==> config.mk <==
export PLATFORM = sky130hd
export DESIGN_NAME = hazard_ctrl_flat
export DESIGN_NICKNAME = d
export VERILOG_FILES = /design/src/rtl/rat_pipe_pkg.sv /design/src/rtl/hazard_ctrl_if.sv /design/src/rtl/wb_scoreboard.sv /design/src/rtl/hazard_ctrl.sv /design/src/flat_wrapper.sv
export SDC_FILE = /design/constraint.sdc
export NUM_CORES = 1
export LEC_CHECK = 0
export BUFFER_PORTS_ARGS = -buffer_cell sky130_fd_sc_hd__buf_2
export CAP_MARGIN = 20
export CORE_ASPECT_RATIO = 0.8
export CORE_UTILIZATION = 45
export DETAILED_ROUTE_END_ITERATION = 16
export PLACE_DENSITY = 0.84
export SETUP_SLACK_MARGIN = 0.1
export SLEW_MARGIN = 0
export SYNTH_ARGS = -nofsm -noshare
export SYNTH_HDL_FRONTEND = slang
export SYNTH_SLANG_ARGS = --single-unit
==> constraint.sdc <==
create_clock -name clk -period 2 [get_ports clk]
set_input_delay 0.1 -clock clk [delete_from_list [all_inputs] [get_ports clk]]
set_output_delay 0.1 -clock clk [all_outputs]
set_load 0.005 [all_outputs]
==> src/rtl/rat_pipe_pkg.sv <==
// Shared types and constants for the decode/issue hazard logic.
// Holds the FSM state, the scoreboard entry and the register-address helpers.
package rat_pipe_pkg;

   localparam int unsigned RF_ADDR_W = 5;
   localparam int unsigned PC_W      = 10;

   typedef enum logic [1:0] {
      RUN,
      BR_WAIT,
      FLUSH,
      INT_ENTRY
   } hz_state_t;

   typedef struct packed {
      logic                 v;
      logic [RF_ADDR_W-1:0] addr;
   } sb_entry_t;

   // True when a pending write targets the given source register
   function automatic logic sb_match(sb_entry_t e, logic [RF_ADDR_W-1:0] a);
      return e.v && (e.addr == a);
   endfunction

endpackage

==> src/rtl/hazard_ctrl_if.sv <==
// Decode-side request and control-vector-register command signals of hazard_ctrl.
// master is the pipeline side, slave is the controller.
interface hazard_ctrl_if;
   import rat_pipe_pkg::*;

   logic                 id_valid;
   logic [RF_ADDR_W-1:0] id_x_addr;
   logic                 id_x_used;
   logic [RF_ADDR_W-1:0] id_y_addr;
   logic                 id_y_used;
   logic                 id_rf_wr;
   logic [RF_ADDR_W-1:0] id_wb_addr;
   logic                 id_is_branch;
   logic                 ex_br_resolved;
   logic                 ex_br_taken;
   logic                 int_req;
   logic                 int_en;

   logic                 nop;
   logic                 interupt;
   logic                 pc_stall;
   logic                 if_flush;
   logic                 int_ack;

   modport master (
      output id_valid, id_x_addr, id_x_used, id_y_addr, id_y_used,
             id_rf_wr, id_wb_addr, id_is_branch, ex_br_resolved,
             ex_br_taken, int_req, int_en,
      input  nop, interupt, pc_stall, if_flush, int_ack
   );

   modport slave (
      input  id_valid, id_x_addr, id_x_used, id_y_addr, id_y_used,
             id_rf_wr, id_wb_addr, id_is_branch, ex_br_resolved,
             ex_br_taken, int_req, int_en,
      output nop, interupt, pc_stall, if_flush, int_ack
   );

endinterface

==> src/rtl/wb_scoreboard.sv <==
// Shift register of in-flight RF writes with a two-port source-address compare.
// An entry stays visible for exactly DEPTH cycles after its issue cycle.
module wb_scoreboard
   import rat_pipe_pkg::*;
#(
   parameter int unsigned DEPTH = 2
) (
   input  logic                 clk,
   input  logic                 rst_n,
   input  sb_entry_t            push_i,
   input  logic [RF_ADDR_W-1:0] x_addr_i,
   input  logic [RF_ADDR_W-1:0] y_addr_i,
   output logic                 hit_x_o,
   output logic                 hit_y_o
);

   sb_entry_t sb_q [DEPTH];
   sb_entry_t sb_d [DEPTH];

   always_comb begin
      sb_d[0] = push_i;
      for (int i = 1; i < int'(DEPTH); i++) begin
         sb_d[i] = sb_q[i-1];
      end
   end

   always_ff @(posedge clk or negedge rst_n) begin
      if (!rst_n) begin
         for (int i = 0; i < int'(DEPTH); i++) begin
            sb_q[i] <= '0;
         end
      end else begin
         for (int i = 0; i < int'(DEPTH); i++) begin
            sb_q[i] <= sb_d[i];
         end
      end
   end

   // The oldest entry still compares, so a hazard on its last cycle stalls
   always_comb begin
      hit_x_o = 1'b0;
      hit_y_o = 1'b0;
      for (int i = 0; i < int'(DEPTH); i++) begin
         hit_x_o = hit_x_o | sb_match(sb_q[i], x_addr_i);
         hit_y_o = hit_y_o | sb_match(sb_q[i], y_addr_i);
      end
   end

endmodule

==> src/rtl/hazard_ctrl.sv <==
// Issue/bubble/interrupt-injection decision for the decode/execute control-vector
// register, with RAW stall, branch wait, fetch flush and interrupt entry sequencing.
module hazard_ctrl
   import rat_pipe_pkg::*;
#(
   parameter int unsigned PIPE_DEPTH   = 2,
   parameter int unsigned FLUSH_CYCLES = 1
) (
   input  logic          clk,
   input  logic          rst_n,
   hazard_ctrl_if.slave  hz
);

   localparam int unsigned CNT_W = 2;

   hz_state_t        state_q, state_d;
   logic [CNT_W-1:0] cnt_q, cnt_d;

   logic      hit_x, hit_y;
   logic      raw_c;
   logic      issue_c;
   logic      inject_c;
   logic      pc_stall_c;
   logic      if_flush_c;
   sb_entry_t push_c;

   wb_scoreboard #(
      .DEPTH (PIPE_DEPTH)
   ) u_sb (
      .clk      (clk),
      .rst_n    (rst_n),
      .push_i   (push_c),
      .x_addr_i (hz.id_x_addr),
      .y_addr_i (hz.id_y_addr),
      .hit_x_o  (hit_x),
      .hit_y_o  (hit_y)
   );

   assign raw_c = hz.id_valid & ((hz.id_x_used & hit_x) | (hz.id_y_used & hit_y));

   always_ff @(posedge clk or negedge rst_n) begin
      if (!rst_n) begin
         state_q <= RUN;
         cnt_q   <= '0;
      end else begin
         state_q <= state_d;
         cnt_q   <= cnt_d;
      end
   end

   // Next state and per-cycle issue decision
   always_comb begin
      state_d    = state_q;
      cnt_d      = cnt_q;
      issue_c    = 1'b0;
      inject_c   = 1'b0;
      pc_stall_c = 1'b0;
      if_flush_c = 1'b0;

      unique case (state_q)
         RUN: begin
            if (hz.int_req && hz.int_en && !raw_c && hz.id_valid && !hz.id_is_branch) begin
               inject_c   = 1'b1;
               pc_stall_c = 1'b1;
               state_d    = INT_ENTRY;
            end else if (raw_c) begin
               pc_stall_c = 1'b1;
            end else if (hz.id_valid) begin
               issue_c = 1'b1;
               if (hz.id_is_branch) begin
                  state_d = BR_WAIT;
               end
            end
         end
         BR_WAIT: begin
            if (!hz.ex_br_resolved) begin
               pc_stall_c = 1'b1;
            end else if (hz.ex_br_taken) begin
               if_flush_c = 1'b1;
               cnt_d      = CNT_W'(FLUSH_CYCLES);
               state_d    = FLUSH;
            end else begin
               // Fall-through: decode's instruction may go out in the resolve cycle
               state_d = RUN;
               if (raw_c) begin
                  pc_stall_c = 1'b1;
               end else if (hz.id_valid) begin
                  issue_c = 1'b1;
                  if (hz.id_is_branch) begin
                     state_d = BR_WAIT;
                  end
               end
            end
         end
         FLUSH: begin
            if_flush_c = 1'b1;
            if (cnt_q <= CNT_W'(1)) begin
               cnt_d   = '0;
               state_d = RUN;
            end else begin
               cnt_d = cnt_q - CNT_W'(1);
            end
         end
         INT_ENTRY: begin
            if_flush_c = 1'b1;
            cnt_d      = CNT_W'(FLUSH_CYCLES);
            state_d    = FLUSH;
         end
         default: begin
            state_d = RUN;
            cnt_d   = '0;
         end
      endcase
   end

   // Injected interrupt slots and bubbles never mark the scoreboard
   always_comb begin
      push_c      = '0;
      push_c.v    = issue_c & hz.id_rf_wr;
      push_c.addr = issue_c ? hz.id_wb_addr : '0;
   end

   assign hz.nop      = rst_n ? ~(issue_c | inject_c) : 1'b1;
   assign hz.interupt = rst_n & inject_c;
   assign hz.int_ack  = rst_n & inject_c;
   assign hz.pc_stall = rst_n & pc_stall_c;
   assign hz.if_flush = rst_n & if_flush_c;

endmodule

==> src/flat_wrapper.sv <==
// flat-port wrapper written by rule: the top's interface ports become plain ports
module hazard_ctrl_flat import rat_pipe_pkg::*;
#(
   parameter int unsigned PIPE_DEPTH   = 2,
   parameter int unsigned FLUSH_CYCLES = 1
)
  (clk, rst_n, hz_id_valid, hz_id_x_addr, hz_id_x_used, hz_id_y_addr, hz_id_y_used, hz_id_rf_wr, hz_id_wb_addr, hz_id_is_branch, hz_ex_br_resolved, hz_ex_br_taken, hz_int_req, hz_int_en, hz_nop, hz_interupt, hz_pc_stall, hz_if_flush, hz_int_ack);
  hazard_ctrl_if hz_i ();
  input  logic clk;
  input  logic rst_n;
  input wire logic [$bits(hz_i.id_valid)-1:0] hz_id_valid;
  input wire logic [$bits(hz_i.id_x_addr)-1:0] hz_id_x_addr;
  input wire logic [$bits(hz_i.id_x_used)-1:0] hz_id_x_used;
  input wire logic [$bits(hz_i.id_y_addr)-1:0] hz_id_y_addr;
  input wire logic [$bits(hz_i.id_y_used)-1:0] hz_id_y_used;
  input wire logic [$bits(hz_i.id_rf_wr)-1:0] hz_id_rf_wr;
  input wire logic [$bits(hz_i.id_wb_addr)-1:0] hz_id_wb_addr;
  input wire logic [$bits(hz_i.id_is_branch)-1:0] hz_id_is_branch;
  input wire logic [$bits(hz_i.ex_br_resolved)-1:0] hz_ex_br_resolved;
  input wire logic [$bits(hz_i.ex_br_taken)-1:0] hz_ex_br_taken;
  input wire logic [$bits(hz_i.int_req)-1:0] hz_int_req;
  input wire logic [$bits(hz_i.int_en)-1:0] hz_int_en;
  output wire logic [$bits(hz_i.nop)-1:0] hz_nop;
  output wire logic [$bits(hz_i.interupt)-1:0] hz_interupt;
  output wire logic [$bits(hz_i.pc_stall)-1:0] hz_pc_stall;
  output wire logic [$bits(hz_i.if_flush)-1:0] hz_if_flush;
  output wire logic [$bits(hz_i.int_ack)-1:0] hz_int_ack;
  assign hz_i.id_valid = hz_id_valid;
  assign hz_i.id_x_addr = hz_id_x_addr;
  assign hz_i.id_x_used = hz_id_x_used;
  assign hz_i.id_y_addr = hz_id_y_addr;
  assign hz_i.id_y_used = hz_id_y_used;
  assign hz_i.id_rf_wr = hz_id_rf_wr;
  assign hz_i.id_wb_addr = hz_id_wb_addr;
  assign hz_i.id_is_branch = hz_id_is_branch;
  assign hz_i.ex_br_resolved = hz_ex_br_resolved;
  assign hz_i.ex_br_taken = hz_ex_br_taken;
  assign hz_i.int_req = hz_int_req;
  assign hz_i.int_en = hz_int_en;
  assign hz_nop = hz_i.nop;
  assign hz_interupt = hz_i.interupt;
  assign hz_pc_stall = hz_i.pc_stall;
  assign hz_if_flush = hz_i.if_flush;
  assign hz_int_ack = hz_i.int_ack;
  hazard_ctrl #(.PIPE_DEPTH(PIPE_DEPTH), .FLUSH_CYCLES(FLUSH_CYCLES)) u_core (.clk(clk), .rst_n(rst_n), .hz(hz_i));
endmodule
==> results of run 1 <==
-- placed cells by master, fill, tap and decap left out, types with 2 or more instances in the layout --
master                     netlist  final
sky130_fd_sc_hd__a21oi_1         3      3
sky130_fd_sc_hd__and4_1          7      7
sky130_fd_sc_hd__buf_2           0     29
sky130_fd_sc_hd__buf_4           2      3
sky130_fd_sc_hd__clkbuf_4        0      3
sky130_fd_sc_hd__dfrtp_1        16     16
sky130_fd_sc_hd__inv_1           3      3
sky130_fd_sc_hd__nand2_1         9      9
sky130_fd_sc_hd__nand3_1         3      3
sky130_fd_sc_hd__nand4_1         4      4
sky130_fd_sc_hd__nor2_1          4      4
sky130_fd_sc_hd__nor2b_1         3      3
sky130_fd_sc_hd__o21ai_0         2      2
sky130_fd_sc_hd__xnor2_1        15     15
sky130_fd_sc_hd__xor2_1          5      5
-- per-stage QoR --
step                hold slack, ps  TNS, ps  total power, mW
finish                        64.7        0            0.828
global route                  60.4    -61.0            0.879
CTS                           61.6        0            0.825
detailed placement            48.4        0            0.615
global placement              48.3        0            0.605
floorplan                     -196        0            0.541
-- sequential cells by signal, summed over array words and instances (netlist names) --
name	cells
u_core.state_q	2
u_core.u_sb.sb_d	6
u_core.u_sb.sb_q	6
u_core.cnt_q	2
-- repair_timing --
action / 4_1_cts / 5_1_grt
pin swaps: 5 / 5
gates cloned: 0 / 0
endpoints found under the hold margin: 16 / 0
endpoints found under the setup margin: 3 / 4
resized for setup: 0 / 4
buffers inserted: 1 / 1
hold buffers: 1 / 0
-- power by group --
group / internal, mW / switching, mW
Sequential: 0.366 / 0.0446
Combinational: 0.110 / 0.0975
Clock: 0.111 / 0.0992
-- final timing paths --
kind / to / cells after the start / start
max in group asynchronous: u_core.u_sb.sb_d[0] / 2 / rst_n
min: u_core.u_sb.sb_d[2] / 2 / hz_id_wb_addr[2]
max reg2reg: u_core.state_q[0] / 6 / u_core.u_sb.sb_q[4]
min reg2reg: u_core.u_sb.sb_q[5] / 0 / u_core.u_sb.sb_d[5]
max: hz_pc_stall / 6 / u_core.u_sb.sb_q[4]
min in group asynchronous: u_core.state_q[0] / 2 / rst_n
-- logic make-up after synthesis --
group	count (synthesis)	share of synthesized area (%)
xor+xnor	20	19.1
buf+inv	7	3.69
mux	1	1.23
compound gates	12	9.43
simple gates	35	22.8
flops	16	43.7
-- critical path: cells and delay by family, from the launching register on --
| kind | cells | cell delay [ps] |
|---|---|---|
| flops | 1 | 410 |
| simple gates | 1 | 340 |
| mux | 1 | 300 |
| buf+inv | 2 | 280 |
| xor+xnor | 1 | 160 |
| compound gates | 1 | 110 |
-- layout make-up --
class / count / area share (%)
clock buffer: 4 / 3.12
sequential: 16 / 34.4
inverter: 3 / 0.968
timing repair buffer: 34 / 16.2
tap: 24 / 2.58
multi-input combinational: 68 / 42.7
-- layer usage --
metal	global-route usage [%]	up-vias	part of all wire, %
met4	4.74	0	0
met3	3.26	0	5.9
li1	-	389	-
met1	24.3	382	44
met2	33.7	35	50
met5	0	-	0
==> results.py, run 1 <==
metrics = {
    "timing": {
        "rsz0062_at_grt": "true",
        "worstMarginPinSlew_ps": 525,
        "timing.clock.skew_ps": 6.56,
        "slew_violations": 0,
        "final_min_period_over_clock_period_pct": 98.9,
        "postLayoutSetupSlackWorst_ps": 21.3,
        "setup_viol": 0,
        "achievable-frequency_ghz": 0.505,
        "final-hold-violation-count": 0,
        "slew-limit-headroom_pct": 64.9,
        "finalWorstPathRequiredPeriod_ps": 1980,
    },
    "routing": {
        "drt-initial-drc-count": 16,
        "drt_first_pass_iters": 4,
        "routed-via-count": 806,
        "detail_route.drc_violations": 0,
        "routedWlPerCell_um": 13.0,
        "vias_per_cell": 5.41,
        "postRouteWirelength_um": 1940,
        "antenna_violating_nets_post_route": 0,
    },
    "grt": {
        "via_count_of_the_first_global_routing_pass": 770,
        "track_usage_pct": 19.2,
        "grt_first_pass_wirelength_um": 3160,
        "antenna_found_initial": 0,
        "grt_start_max_net_pins": 21,
        "globalRoute.totalOverflow": 0,
    },
    "logic_synthesis": {
        "ys_seq_elements": 16,
        "yosys-top-cells-area": "sky130_fd_sc_hd__dfrtp_1 (44%), sky130_fd_sc_hd__xnor2_1 (14%), sky130_fd_sc_hd__and4_1 (6.7%), sky130_fd_sc_hd__xor2_1 (4.8%), sky130_fd_sc_hd__nand2_1 (3.7%)",
        "post-synth-top-count-cell": "sky130_fd_sc_hd__dfrtp_1",
        "synth_sequential_area_ratio_pct": 43.7,
        "ys_async_sr_fraction_pct": 100,
        "yosysTopAreaCellShare_pct": 43.7,
        "yosys-top-cells-count": "sky130_fd_sc_hd__dfrtp_1 (16), sky130_fd_sc_hd__xnor2_1 (15), sky130_fd_sc_hd__nand2_1 (9), sky130_fd_sc_hd__and4_1 (7), sky130_fd_sc_hd__xor2_1 (5)",
        "yosysWarnings": 0,
        "count_of_flip_flops_with_a_built_in_enable_after_synthesis": 0,
        "yosys_most_used_dff": "sky130_fd_sc_hd__dfrtp_1",
        "synthesis.instances": 91,
        "post_synth.cell_area_avg_um2": 10.1,
        "netlist-cell-type-count": 26,
        "syn_nets": 117,
        "post-synth-top-area-cell": "sky130_fd_sc_hd__dfrtp_1",
        "synthesis.area_um2": 916,
    },
    "cells_and_area": {
        "final-seq-area_um2": 400,
        "drive_gt1_share_pct": 34.4,
        "filler_cell_count": 169,
        "postLayoutCellArea_mm2": 0.00116,
        "areaGrowthSynthToFinish_pct": 27.0,
        "design.final.nets": 152,
        "antenna_cells": 0,
        "final_core_util_pct": 61.5,
        "finish.cell_count_without_fillers": 149,
        "multi_input_area_um2": 497,
    },
    "setup_path": {
        "cp_slowest_stage_delay_ps": 410,
        "setup.worst_path.end_class": "output port",
        "timing.critical_path.slowest_stage_cell": "sky130_fd_sc_hd__dfrtp_1",
        "cp-start-kind": "flip-flop",
        "worstPathMaxFanout": 4,
        "cp_cell_sequence": "xor2_1 -> nor4_2 -> a211oi_2 -> buf_4 -> mux2_4 -> buf_6",
        "timing.reg2reg.setup_slack_ps": 380,
        "crit_type": "flip-flop to output port",
        "worstPathRequired_ps": 1900,
        "data_arrival_critical_path_ps": 1880,
    },
    "clock_tree": {
        "cts_made_buffers": 3,
        "worstSkewPairLatency_ps": 280,
        "clk_pin_slew_ps": 100,
        "tritoncts": "yes",
        "cts-root-buf": "sky130_fd_sc_hd__clkbuf_4",
        "cts.htree.levels": 1,
        "cts-root-to-sink-buffers": 2,
        "clock_sinks": 16,
    },
    "floorplan": {
        "fp.dieArea_mm2": 0.00222,
        "die-height_um": 42.4,
        "core-area_mm2": 0.00189,
        "std_cell_rows": 14,
        "pin_count": 31,
        "die_width_um": 52.4,
        "start_util_pct": 48.4,
    },
    "flow_run": {
        "timing.max_cap.violations": 0,
    },
    "placed_design": {
        "placer_congestion_estimate": 0.764,
        "hpwl_um": 1470,
        "placed_cells": 142,
        "post_placement_worst_setup_slack_ps": 268,
        "numPortBuffers": 30,
        "dpl-instance-area_mm2": 0.00108,
    },
    "min_path": {
        "hold_path.class": "input pin to flip-flop",
    },
    "status": {
        "run_status": "finished, final reports clean",
    },
    "pwr": {
        "vdd_ir_drop_max_mv": 0.581,
        "power_density_mw_per_mm2": 711,
        "p_leak_nw": 0.543,
    },
}
(Power assumes the default switching activity.)
==> inputs of run 2 (changes only) <==
--- a/config.mk
+++ b/config.mk
@@ -5,12 +5,12 @@
 export SDC_FILE = /design/constraint.sdc
 export NUM_CORES = 1
 export LEC_CHECK = 0
-export BUFFER_PORTS_ARGS = -buffer_cell sky130_fd_sc_hd__buf_2
 export CAP_MARGIN = 20
 export CORE_ASPECT_RATIO = 0.8
 export CORE_UTILIZATION = 45
 export DETAILED_ROUTE_END_ITERATION = 16
-export PLACE_DENSITY = 0.84
+export DONT_BUFFER_PORTS = 1
+export PLACE_DENSITY = 0.71
 export SETUP_SLACK_MARGIN = 0.1
 export SLEW_MARGIN = 0
 export SYNTH_ARGS = -nofsm -noshare
==> results.py, run 2 (same netlist as run 1, synthesis figures left out) <==
metrics = {
    "clock_tree": {
        "clk_pin_slew_ps": 80,
        "cts-root-buf": "sky130_fd_sc_hd__clkbuf_4",
        "cts-root-to-sink-buffers": 2,
        "tritoncts": "yes",
        "cts_made_buffers": 3,
        "cts.htree.levels": 1,
        "worstSkewPairLatency_ps": 270,
        "clock_sinks": 16,
    },
    "floorplan": {
        "start_util_pct": 48.4,
        "die_width_um": 52.4,
        "die-height_um": 42.4,
        "std_cell_rows": 14,
        "fp.dieArea_mm2": 0.00222,
        "pin_count": 31,
        "core-area_mm2": 0.00189,
    },
    "cells_and_area": {
        "final_core_util_pct": 56.9,
        "postLayoutCellArea_mm2": 0.00108,
        "areaGrowthSynthToFinish_pct": 17.6,
        "design.final.nets": 129,
        "final_common_cell": "sky130_fd_sc_hd__dfrtp_1",
        "antenna_cells": 0,
        "finish.cell_count_without_fillers": 125,
        "drive_gt1_share_pct": 14.9,
        "final_cell_mix": "sky130_fd_sc_hd__dfrtp_1 (15), sky130_fd_sc_hd__xnor2_1 (14), sky130_fd_sc_hd__nand2_1 (9), sky130_fd_sc_hd__and4_1 (7), sky130_fd_sc_hd__dlygate4sd3_1 (7)",
    },
    "pwr": {
        "power.combinational.fraction_pct": 24.1,
        "p_clk_share_pct": 21.0,
        "p_total_mw": 0.747,
        "sw_share_pct": 28.3,
        "netSwitchingPower_mw": 0.211,
        "seq_power_share_pct": 55.0,
        "p_leak_nw": 0.449,
        "power_density_mw_per_mm2": 693,
        "p_int_mw": 0.536,
        "vdd_ir_drop_max_mv": 0.468,
    },
    "status": {
        "run_status": "finished, final reports clean",
    },
    "setup_path": {
        "data_arrival_critical_path_ps": 1750,
        "worstPathMaxFanout": 5,
        "worstPathRequired_ps": 1900,
        "setup.worst_path.end_class": "output port",
        "cp-start-kind": "flip-flop",
        "crit_type": "flip-flop to output port",
    },
    "placed_design": {
        "placer_congestion_estimate": 0.799,
        "hpwl_um": 1360,
        "dpl-instance-area_um2": 923,
        "placed_cells": 111,
        "numPortBuffers": 0,
    },
    "grt": {
        "track_usage_pct": 19.6,
        "via_count_of_the_first_global_routing_pass": 702,
        "grt_first_pass_wirelength_um": 3040,
        "antenna_found_initial": 0,
        "globalRoute.totalOverflow": 0,
        "grt_start_max_net_pins": 17,
    },
    "routing": {
        "vias_per_cell": 5.58,
        "drt-initial-drc-count": 9,
        "drt_first_pass_iters": 4,
        "antenna_violating_nets_post_route": 0,
        "routedWlPerCell_um": 14.7,
        "postRouteWirelength_um": 1840,
        "detail_route.drc_violations": 0,
        "routed-via-count": 697,
    },
    "timing": {
        "rsz0062_at_grt": "true",
        "setup_viol": 0,
        "timing.clock.skew_ps": 2.50,
        "totalNegativeSetupSlack_ps": 0,
        "slew-limit-headroom_pct": 55.0,
        "achievable-frequency_ghz": 0.541,
        "final_min_period_over_clock_period_pct": 92.4,
        "final-hold-violation-count": 0,
        "finalWorstPathRequiredPeriod_ps": 1850,
        "slew_violations": 0,
        "worstMarginPinSlew_ps": 673,
    },
    "flow_run": {
        "timing.max_cap.violations": 0,
    },
    "min_path": {
        "hold_path.class": "input pin to flip-flop",
    },
}
==> run 2: critical path, cell delays in order (launching register included) <==
cell,delay (ps)
sky130_fd_sc_hd__dfrtp_2,450
sky130_fd_sc_hd__xnor2_1,170
sky130_fd_sc_hd__nand4_1,140
sky130_fd_sc_hd__nor3_2,290
sky130_fd_sc_hd__a211oi_4,90
sky130_fd_sc_hd__mux2_4,330
==> run 2: worst paths after layout <==
kind | start | end | slack (ps) | cells after the start
min in group asynchronous | rst_n | u_core.u_sb.sb_d[4] | 300 | 1
min | hz_id_is_branch | u_core.state_q[1] | 100 | 2
max | u_core.u_sb.sb_d[0] | hz_pc_stall | 150 | 5
min reg2reg | u_core.u_sb.sb_d[5] | u_core.u_sb.sb_q[5] | 420 | 0
max reg2reg | u_core.u_sb.sb_d[0] | u_core.u_sb.sb_d[0] | 280 | 7
max in group asynchronous | rst_n | u_core.u_sb.sb_d[0] | 1240 | 1
==> run 2: routing by layer <==
metal | global-route usage (%) | up-vias | share of wire, %
li1 | - | 339 | -
met1 | 25.8 | 323 | 42
met2 | 30.1 | 33 | 48
met3 | 7.61 | 2 | 9.1
met4 | 4.74 | 0 | 0.71
met5 | 0 | - | 0
==> run 2: power groups by stage <==
| stage | clock [mW] | sequential [mW] | combinational, mW |
|---|---|---|---|
| after detailed placement | 0 | 0.417 | 0.151 |
| after global routing | 0.179 | 0.417 | 0.202 |
| after global placement | 0 | 0.414 | 0.147 |
| final | 0.157 | 0.411 | 0.180 |
| after CTS | 0.164 | 0.410 | 0.173 |
| after floorplan | 0 | 0.400 | 0.141 |
==> run 2: per-stage QoR <==
stage	setup slack [ps]	hold WS (ps)
after floorplan	485	-196
after global placement	282	-195
after detailed placement	212	-195
after CTS	118	93.1
after global routing	51.6	92.7
final	152	102
==> run 2: final cells by class <==
type | count | area, um^2
fill | 180 | 815
inverter | 3 | 11.3
multi-input combinational | 68 | 512
tap | 24 | 30.0
clock buffer | 3 | 22.5
sequential | 16 | 402
timing repair buffer | 11 | 100
==> run 2: timing repair <==
action	CTS	global route
gates resized for setup	2	4
endpoints found under the hold margin	22	0
hold buffers	7	0
setup buffers	2	2
pin swaps	1	3
setup endpoints to repair	4	3
==> inputs of run 3 (changes only) <==
--- a/config.mk
+++ b/config.mk
@@ -15,4 +15,5 @@
 export SLEW_MARGIN = 0
 export SYNTH_ARGS = -nofsm -noshare
 export SYNTH_HDL_FRONTEND = slang
+export SYNTH_HIERARCHICAL = 1
 export SYNTH_SLANG_ARGS = --single-unit
==> results.py, run 3 <==
metrics = {
    "cells_and_area": {
        "areaGrowthSynthToFinish_pct": 17.1,
        "antenna_cells": 0,
        "final_cell_mix": "sky130_fd_sc_hd__xnor2_1 (18), sky130_fd_sc_hd__dfrtp_1 (14), sky130_fd_sc_hd__nand2_1 (7), sky130_fd_sc_hd__dlygate4sd3_1 (7), sky130_fd_sc_hd__and2_1 (6)",
        "final_common_cell": "sky130_fd_sc_hd__xnor2_1",
        "drive_gt1_share_pct": 16.5,
        "design.final.nets": 124,
    },
    "logic_synthesis": {
        "yosysWarnings": 6,
        "post_synth.cell_area_avg_um2": 10.4,
        "synth_top_family_by_area": "simple AND/OR/NAND/NOR gates",
        "syn_nets": 115,
        "post-synth-top-count-cell": "sky130_fd_sc_hd__xnor2_1",
        "post-synth-top-area-cell": "sky130_fd_sc_hd__dfrtp_1",
        "yosysTopAreaCellShare_pct": 43.4,
        "ys_seq_elements": 16,
        "synthesis.area_um2": 923,
        "xor_xnor_portion_of_the_synthesized_cell_area_pct": 19.0,
        "synthesis.instances": 89,
        "netlist-cell-type-count": 30,
        "synth_simple_gate_area_share_pct": 20.1,
        "yosys-top-cells-area": "sky130_fd_sc_hd__dfrtp_1 (43%), sky130_fd_sc_hd__xnor2_1 (19%), sky130_fd_sc_hd__and2_1 (4.1%), sky130_fd_sc_hd__a2111oi_4 (3.0%), sky130_fd_sc_hd__nand2_1 (2.8%)",
        "synth_compound_area_share_pct": 15.0,
        "yosys-mux-area-fraction_pct": 0,
        "synth_sequential_area_ratio_pct": 43.4,
        "synth_adder_area_share_pct": 0,
        "ys_async_sr_fraction_pct": 100,
        "yosys_most_used_dff": "sky130_fd_sc_hd__dfrtp_1",
        "yosys-top-cells-count": "sky130_fd_sc_hd__xnor2_1 (20), sky130_fd_sc_hd__dfrtp_1 (16), sky130_fd_sc_hd__nand2_1 (7), sky130_fd_sc_hd__and2_1 (6)",
        "count_of_flip_flops_with_a_built_in_enable_after_synthesis": 0,
    },
    "grt": {
        "antenna_found_initial": 0,
        "grt_first_pass_wirelength_um": 2900,
        "via_count_of_the_first_global_routing_pass": 680,
        "globalRoute.totalOverflow": 0,
        "grt_start_max_net_pins": 17,
        "track_usage_pct": 18.0,
    },
    "routing": {
        "routedWlPerCell_um": 14.8,
        "detail_route.drc_violations": 0,
        "routed-via-count": 660,
        "drt_first_pass_iters": 4,
        "postRouteWirelength_um": 1790,
        "antenna_violating_nets_post_route": 0,
        "vias_per_cell": 5.45,
        "drt-initial-drc-count": 5,
    },
    "pwr": {
        "p_int_mw": 0.675,
        "vdd_ir_drop_max_mv": 0.611,
        "power.combinational.fraction_pct": 29.1,
        "power_density_mw_per_mm2": 912,
        "sw_share_pct": 31.6,
        "p_clk_share_pct": 20.9,
        "p_total_mw": 0.986,
        "netSwitchingPower_mw": 0.312,
        "seq_power_share_pct": 50.1,
        "p_leak_nw": 0.410,
    },
    "timing": {
        "timing.clock.skew_ps": 4.23,
        "finalWorstPathRequiredPeriod_ps": 1850,
        "slew-limit-headroom_pct": 52.7,
        "rsz0062_at_grt": "true",
        "slew_violations": 0,
        "setup_viol": 0,
        "final_min_period_over_clock_period_pct": 92.5,
        "final-hold-violation-count": 0,
        "achievable-frequency_ghz": 0.541,
        "totalNegativeSetupSlack_ps": 0,
        "worstMarginPinSlew_ps": 707,
    },
    "clock_tree": {
        "worstSkewPairLatency_ps": 280,
        "cts.htree.levels": 1,
        "cts-root-buf": "sky130_fd_sc_hd__clkbuf_4",
        "cts_made_buffers": 3,
        "clock_sinks": 16,
        "cts.repair_timing.setup_buffer_count": 0,
        "clk_pin_slew_ps": 90,
        "cts-root-to-sink-buffers": 2,
        "tritoncts": "yes",
    },
    "setup_path": {
        "cp-startpoint": "u_core/u_sb/sb_d[3]",
        "timing.reg2reg.worst_path_depth": 6,
        "worstReg2RegStart": "u_core/u_sb/sb_d[3]",
        "cp-start-kind": "flip-flop",
        "worstPathRequired_ps": 1900,
        "timing.reg2reg.setup_slack_ps": 260,
        "setup.worst_path.end_class": "output port",
        "r2r-end": "u_core/u_sb/sb_d[3]",
        "worstPathMaxFanout": 5,
        "data_arrival_critical_path_ps": 1750,
        "crit_type": "flip-flop to output port",
    },
    "status": {
        "run_status": "finished, final reports clean",
    },
    "placed_design": {
        "hpwl_um": 1310,
        "numPortBuffers": 0,
        "placer_congestion_estimate": 0.724,
    },
    "floorplan": {
        "fp.dieArea_mm2": 0.00224,
        "std_cell_rows": 14,
        "die-height_um": 42.5,
        "pin_count": 31,
        "core-area_mm2": 0.00191,
        "die_width_um": 52.6,
        "start_util_pct": 48.4,
    },
    "min_path": {
        "endpoint_worst_hold": "u_core/state_q[0]",
        "hold_path_depth": 2,
        "holdCritStartpoint": "hz_ex_br_taken",
        "hold_path.class": "input pin to flip-flop",
    },
    "flow_run": {
        "timing.max_cap.violations": 0,
    },
}
-- run 3: changes by cell type in the layout (fill, tap and decap cells not counted), sizes merged, moves of 2 or more --
cell,change
nand3,-2
buf,-4
and2,+5
xor2,-5
and4,-7
nand2b,+3
nor2,-2
nand2,-2
xnor2,+5
-- run 3: power groups by stage --
stage / Sequential [mW] / Combinational [mW] / Clock [mW]
finish: 0.494 / 0.287 / 0.206
global route: 0.509 / 0.320 / 0.237
CTS: 0.490 / 0.280 / 0.217
detailed placement: 0.494 / 0.254 / 0
global placement: 0.494 / 0.253 / 0
floorplan: 0.440 / 0.276 / 0
-- run 3: area by class of cell --
cell class / count / area (um^2)
Sequential cell: 16 / 403
Inverter: 2 / 7.51
Timing Repair Buffer: 7 / 70.1
Clock buffer: 4 / 36.3
Tap cell: 24 / 30.0
Fill cell: 169 / 828
Multi-Input combinational cell: 68 / 534
-- run 3: cells by family (layout without fill, tap and decap cells) --
| logic type | count (synthesis) | count (layout) |
|---|---|---|
| buffers and inverters | 5 | 13 |
| and+or+nand+nor | 31 | 31 |
| DFF | 16 | 16 |
| AOI/OAI and AO/OA | 17 | 17 |
| xor gates and xnor gates | 20 | 20 |
-- run 3: worst max-delay path, cell delays in order, from the launching register on --
cell and delay, ps:
sky130_fd_sc_hd__dfrtp_2 450, sky130_fd_sc_hd__xnor2_1 160, sky130_fd_sc_hd__nand4_1 140, sky130_fd_sc_hd__o22ai_2 220
sky130_fd_sc_hd__a22o_4 210, sky130_fd_sc_hd__a32oi_1 90, sky130_fd_sc_hd__a21oi_1 190
-- run 3: per-stage QoR --
stage | instance area (um^2) | setup slack [ps] | hold slack (ps) | std cells | util (%)
6_report | 1080 | 151 | 47.7 | 121 | 56.6
5_1_grt | 1080 | 69.7 | 31.8 | 121 | 56.6
4_1_cts | 1060 | 126 | 36.8 | 121 | 55.3
3_5_place_dp | 937 | 314 | -195 | 110 | 49.1
3_3_place_gp | 937 | 354 | -195 | 110 | 49.1
2_1_floorplan | 923 | 471 | -196 | 89 | -
-- run 3: how the worst max path moves through the flow --
| stage | end | slack, ps |
|---|---|---|
| final | hz_pc_stall | 150 |
| after CTS | hz_pc_stall | 130 |
| after floorplan | hz_interupt | 470 |
| after detailed placement | u_core/u_sb/sb_d[3] | 310 |
| after global routing | hz_pc_stall | 70 |
| after global placement | u_core/u_sb/sb_d[4] | 350 |
-- run 3: repair_timing --
action	4_1_cts	5_1_grt
pin swaps	0	8
hold buffers	7	0
hold endpoints to repair	22	0
endpoints found under the setup margin	3	3
resized for setup	2	6
-- run 3: layer usage --
layer	vias to the layer above	GRT usage, %	routed length (um)
met2	24	31.6	908
met3	2	7.25	144
li1	327	-	-
met1	307	21.1	728
met4	0	1.58	9
met5	-	0	0
